===== src/rtl/mul_shiftadd.sv =====
`timescale 1ns/1ps
// mul_shiftadd: iterative shift-and-add multiplier, signed or unsigned.
//
// Operands are captured on the edge that accepts start. In signed mode they
// are reduced to magnitudes and the product sign is latched separately. One
// multiplier bit is consumed per RUN edge, LSB first. The result is available
// Y_WIDTH+1 edges after the capture edge, with the capture edge counted.
//
// Ports
//   clk        clock, rising edge
//   rst        asynchronous reset, active low
//   start      operation request, accepted in IDLE or DONE
//   sign_mode  1 = two's-complement operands, 0 = unsigned
//   x          multiplicand (X_WIDTH bits)
//   y          multiplier (Y_WIDTH bits)
//   p          product magnitude (P_WIDTH bits), held until the next completion
//   s          product sign, 1 = negative; never set for a zero product
//   rdy        result valid; stays high in DONE until the next accepted start
//   busy       an operation is in progress
module mul_shiftadd #(
  parameter  int X_WIDTH = 3,
  parameter  int Y_WIDTH = 3,
  localparam int P_WIDTH = X_WIDTH + Y_WIDTH
) (
  input  logic               clk,
  input  logic               rst,
  input  logic               start,
  input  logic               sign_mode,
  input  logic [X_WIDTH-1:0] x,
  input  logic [Y_WIDTH-1:0] y,
  output logic [P_WIDTH-1:0] p,
  output logic               s,
  output logic               rdy,
  output logic               busy
);

  localparam int            CW   = (Y_WIDTH > 1) ? $clog2(Y_WIDTH) : 1;
  localparam logic [CW-1:0] LAST = CW'(Y_WIDTH - 1);

  typedef enum logic [1:0] {IDLE, RUN, DONE} state_t;

  state_t               state_q, state_d;
  logic [P_WIDTH-1:0]   mcand_q, mcand_d;  // multiplicand, pre-shifted by iteration index
  logic [Y_WIDTH-1:0]   mplr_q,  mplr_d;   // multiplier, shifted right so bit 0 is current
  logic                 sgn_q,   sgn_d;
  logic [P_WIDTH-1:0]   acc_q,   acc_d;
  logic [CW-1:0]        cnt_q,   cnt_d;
  logic [P_WIDTH-1:0]   p_q,     p_d;
  logic                 s_q,     s_d;
  logic                 rdy_q,   rdy_d;
  logic                 busy_q,  busy_d;

  logic [X_WIDTH-1:0]   xmag;
  logic [Y_WIDTH-1:0]   ymag;
  logic [P_WIDTH-1:0]   sum;

  // Negation of the most-negative value wraps back onto itself, which read
  // as unsigned is exactly 2^(W-1): the magnitude fits without overflow.
  always_comb begin
    xmag = (sign_mode && x[X_WIDTH-1]) ? -x : x;
    ymag = (sign_mode && y[Y_WIDTH-1]) ? -y : y;
  end

  always_comb begin
    state_d = state_q;
    mcand_d = mcand_q;
    mplr_d  = mplr_q;
    sgn_d   = sgn_q;
    acc_d   = acc_q;
    cnt_d   = cnt_q;
    p_d     = p_q;
    s_d     = s_q;
    rdy_d   = rdy_q;
    busy_d  = busy_q;
    sum     = acc_q + (mplr_q[0] ? mcand_q : '0);

    unique case (state_q)
      IDLE, DONE: begin
        if (start) begin
          state_d = RUN;
          mcand_d = {{Y_WIDTH{1'b0}}, xmag};
          mplr_d  = ymag;
          sgn_d   = sign_mode & (x[X_WIDTH-1] ^ y[Y_WIDTH-1]);
          acc_d   = '0;
          cnt_d   = '0;
          rdy_d   = 1'b0;
          busy_d  = 1'b1;
        end
      end
      RUN: begin
        // start is deliberately ignored here.
        acc_d   = sum;
        mcand_d = mcand_q << 1;
        mplr_d  = mplr_q >> 1;
        cnt_d   = cnt_q + CW'(1);
        if (cnt_q == LAST) begin
          state_d = DONE;
          p_d     = sum;
          s_d     = sgn_q & (|sum);
          rdy_d   = 1'b1;
          busy_d  = 1'b0;
        end
      end
      default: state_d = IDLE;
    endcase
  end

  always_ff @(posedge clk or negedge rst) begin
    if (!rst) begin
      state_q <= IDLE;
      mcand_q <= '0;
      mplr_q  <= '0;
      sgn_q   <= 1'b0;
      acc_q   <= '0;
      cnt_q   <= '0;
      p_q     <= '0;
      s_q     <= 1'b0;
      rdy_q   <= 1'b0;
      busy_q  <= 1'b0;
    end else begin
      state_q <= state_d;
      mcand_q <= mcand_d;
      mplr_q  <= mplr_d;
      sgn_q   <= sgn_d;
      acc_q   <= acc_d;
      cnt_q   <= cnt_d;
      p_q     <= p_d;
      s_q     <= s_d;
      rdy_q   <= rdy_d;
      busy_q  <= busy_d;
    end
  end

  assign p    = p_q;
  assign s    = s_q;
  assign rdy  = rdy_q;
  assign busy = busy_q;

endmodule

===== config.mk =====
export PLATFORM = sky130hd
export DESIGN_NAME = mul_shiftadd
export DESIGN_NICKNAME = d
export VERILOG_FILES = /design/src/rtl/mul_shiftadd.sv
export SDC_FILE = /design/constraint.sdc
export NUM_CORES = 1
export LEC_CHECK = 0
export ABC_AREA = 1
export BUFFER_PORTS_ARGS = -buffer_cell sky130_fd_sc_hd__buf_4
export CAP_MARGIN = 0
export CORE_MARGIN = 1
export CORE_UTILIZATION = 38
export CTS_CLUSTER_SIZE = 10
export DETAILED_ROUTE_END_ITERATION = 10
export PLACE_DENSITY = 0.67
export SKIP_LAST_GASP = 1
export SLEW_MARGIN = 10
export SYNTH_ARGS = -nofsm -noshare
export SYNTH_HDL_FRONTEND = slang
export SYNTH_SLANG_ARGS = --single-unit

===== constraint.sdc =====
create_clock -name clk -period 2.2 [get_ports clk]
set_clock_uncertainty 0.1 [all_clocks]
set_input_delay 0.33 -clock clk [delete_from_list [all_inputs] [get_ports clk]]
set_output_delay 0.33 -clock clk [all_outputs]
set_load 0.01 [all_outputs]

==> qor.csv <==
stage,metric,value,unit
die,die_w,64.99,um
status,status,completed,
layout,fin_nets,227,
power,finalPower,2382,uW
clocking,cts-root-buf,clkbuf_8,
setup_path,crit_slowest_cell,fa_1,
setup_path,crit_path_max_fanout,5,
clocking,clkLatencyLatePin,0.29,ns
timing,rsz0062_at_grt,false,
clocking,clockBufferDepth,2,
clocking,cts_buffers,5,
setup_path,cp-end-kind,flop,
detailed_routing,dr.pass1.iters,4,
setup_path,cp_num_buf_inv,2,
placement,dp.cells,246,
power,p_per_area,1317,nW/um^2
layout,final.fill_count,363,
logic_synthesis,synth_area_leader_cell,dfrtp_1,
logic_synthesis,syn_inst,183,
setup_path,setup.worst_path.start_class,flop,
layout,diodes,0,
grt,grt_max_degree,30,
layout,seq_area,726.9,sq um
detailed_routing,ant_nets,0,
power,p_leak,0.0009844,uW
timing,finalSetupViolations,0,
timing,hold_violations,0,
setup_path,required,2.28,ns
clocking,cts.sinks,29,
timing,whs,0.1583,ns
power,internal_power,1427,uW
min_path,worstHoldPathType,in2reg,
timing,max_slew_margin,75.83,%
setup_path,cp.arrival,2.00,ns
setup_path,cp_cell_sequence,"nand2_1, inv_1, ha_1, inv_1, fa_1, nand2_1, nor2_1, nand3_1, nor2_1, nand2_1, nand2_1, nand2_1",
die,core-area,3744,sq um
grt,grt_usage,16.54,%
logic_synthesis,synth_top_area_share,48.13,%
power,p_comb_share,43.5,%
placement,place_congestion,0.8097,
setup_path,path_class,reg2reg,
die,rows,22,
detailed_routing,wirelength,2.806,mm
logic_synthesis,yosysSeqAreaShare,48.13,%
power,seq_power_share,36.1,%
power,ir_worst_vdd,694.8,uV
grt,grt_pass1_wl,5.188,mm
detailed_routing,drc,0,
clocking,clk_pin_slew,0.06,ns
timing,tightest_slew,0.3626,ns
layout,drive_gt1_share,17.70,%
flow_run,drv_cap,0,
die,die_height,64.99,um
power,p_sw,955.4,uW
layout,layout_commonest_cell,nand2_1,
timing,tns,0,ns
logic_synthesis,yosysUniqueCellTypes,21,
logic_synthesis,netlist_area,1508,sq um
detailed_routing,vias,1187,
layout,final_cells,257,
detailed_routing,drt_iter0_markers,63,
logic_synthesis,synth-seq-cells,29,
placement,dpl.hpwl,2.065,mm
placement,port_buffers,18,
power,p_clk_share,20.4,%
placement,placed_cell_area,1682,sq um
setup_path,slowest_delay,0.52,ns
grt,overflow,0,
die,start_util,40.27,%
detailed_routing,vias_per_cell,4.619,
power,p_sw_share,40.11,%
logic_synthesis,syn-mean-instance-area,8.239,sq um
grt,grt_pass1_vias,1163,
setup_path,critPathTopFamily,adder cells,
logic_synthesis,synth_warnings,0,
clocking,htreeDepth,2,
layout,multi_input_area,640.6,sq um
setup_path,crit_top_cell,nand2_1,
die,die_area,4224,sq um
detailed_routing,post_drt_wl_per_cell,10.92,um
layout,area_growth,20.00,%
logic_synthesis,synth_area_leaders,"dfrtp_1, nand2_1, inv_1",
logic_synthesis,syn_nets,202,
die,ioPinCount,19,
timing,period_needed,1.929,ns
timing,fmax,518.5,MHz
layout,finalInstanceArea,1809,sq um
clocking,cts_tree,built,
grt,antenna_found_initial,0,
layout,layout_common_cells,"nand2_1, inv_1, dfrtp_1",
timing,final_max_slew_viol_count,0,
timing,period_share,87.67,%
-- layer usage --
layer | vias to the layer above | share of wire (%) | track usage (%)
met1 | 528 | 50 | 21.60
met3 | 8 | 4.5 | 5.810
met4 | 0 | 2.4 | 7.500
met5 | - | 0 | 0
met2 | 23 | 43 | 24.35
li1 | 628 | - | -
-- power groups by stage --
| stage | sequential [uW] | clock [uW] | combinational (uW) |
|---|---|---|---|
| finish | 860 | 486 | 1040 |
| global route | 885 | 520 | 1210 |
| CTS | 865 | 504 | 1030 |
| detailed placement | 874 | 0 | 1020 |
| global placement | 869 | 0 | 1010 |
| floorplan | 882 | 0 | 728 |
-- worst paths after layout --
check                      startpoint          to  slack (ns)  cells past startpoint
setup / recovery            mplr_q[0]           s        0.27                     12
hold / removal                  start  state_q[1]        0.16                      2
setup reg to reg            mplr_q[0]           s        0.27                     12
hold reg to reg                  busy        busy        0.38                      2
max in group asynchronous         rst   mplr_q[0]        1.31                      2
min in group asynchronous         rst    acc_q[5]        0.39                      2
-- synth_stat cells --
cell	instances
xor2_1	2
nand3_1	11
dfrtp_1	29
nand2_1	56
o211ai_1	2
o22ai_1	4
nor2_4	1
nor2_1	5
inv_2	3
o221ai_1	1
o21ai_0	11
inv_1	29
a21oi_1	3
nand2_4	1
ha_1	8
o21ai_1	10
nand2_2	2
o221ai_2	1
buf_6	1
fa_1	1
buf_2	2
-- state kept, by name, summed over array words and instances (netlist names) --
| name | flops |
|---|---|
| acc_q | 6 |
| s | 1 |
| busy | 1 |
| mplr_q | 3 |
| rdy | 1 |
| cnt_q | 2 |
| p | 6 |
| sgn_q | 1 |
| mcand_q | 6 |
| state_q | 2 |
-- area by class of cell --
class / instances / area share (%)
sequential: 29 / 40.18
clock inverter: 1 / 0.2766
inverter: 32 / 6.639
clock buffer: 7 / 5.325
timing repair buffer: 21 / 8.852
multi-input combinational: 119 / 35.41
tap: 48 / 3.319
-- repair_timing --
action                                  in CTS  in global routing
endpoints found under the setup margin       0                  1
gates resized for setup                      0                  1
setup buffers                                0                  2
endpoints found under the hold margin       29                  0
hold buffers                                 1                  0
-- metrics by stage --
step	utilization, %	setup slack (ns)
after global routing	48.33	0.03503
after detailed placement	44.92	0.1889
after floorplan	-	0.3417
after global placement	44.92	0.2614
final	48.33	0.2712
after CTS	47.89	0.1843
-- cell families (layout without fill, tap and decap cells) --
kind of cell | after synthesis | in the layout | share of synthesized area [%]
AND/OR/NAND/NOR | 76 | 76 | 21.16
buffers and inverters | 35 | 61 | 9.377
AO/OA/AOI/OAI | 32 | 32 | 12.20
flip-flops | 29 | 29 | 48.13
adder cells (fa/ha/maj) | 9 | 9 | 7.967
XOR/XNOR | 2 | 2 | 1.162
No activity file was read; power rests on OpenSTA's default activity.
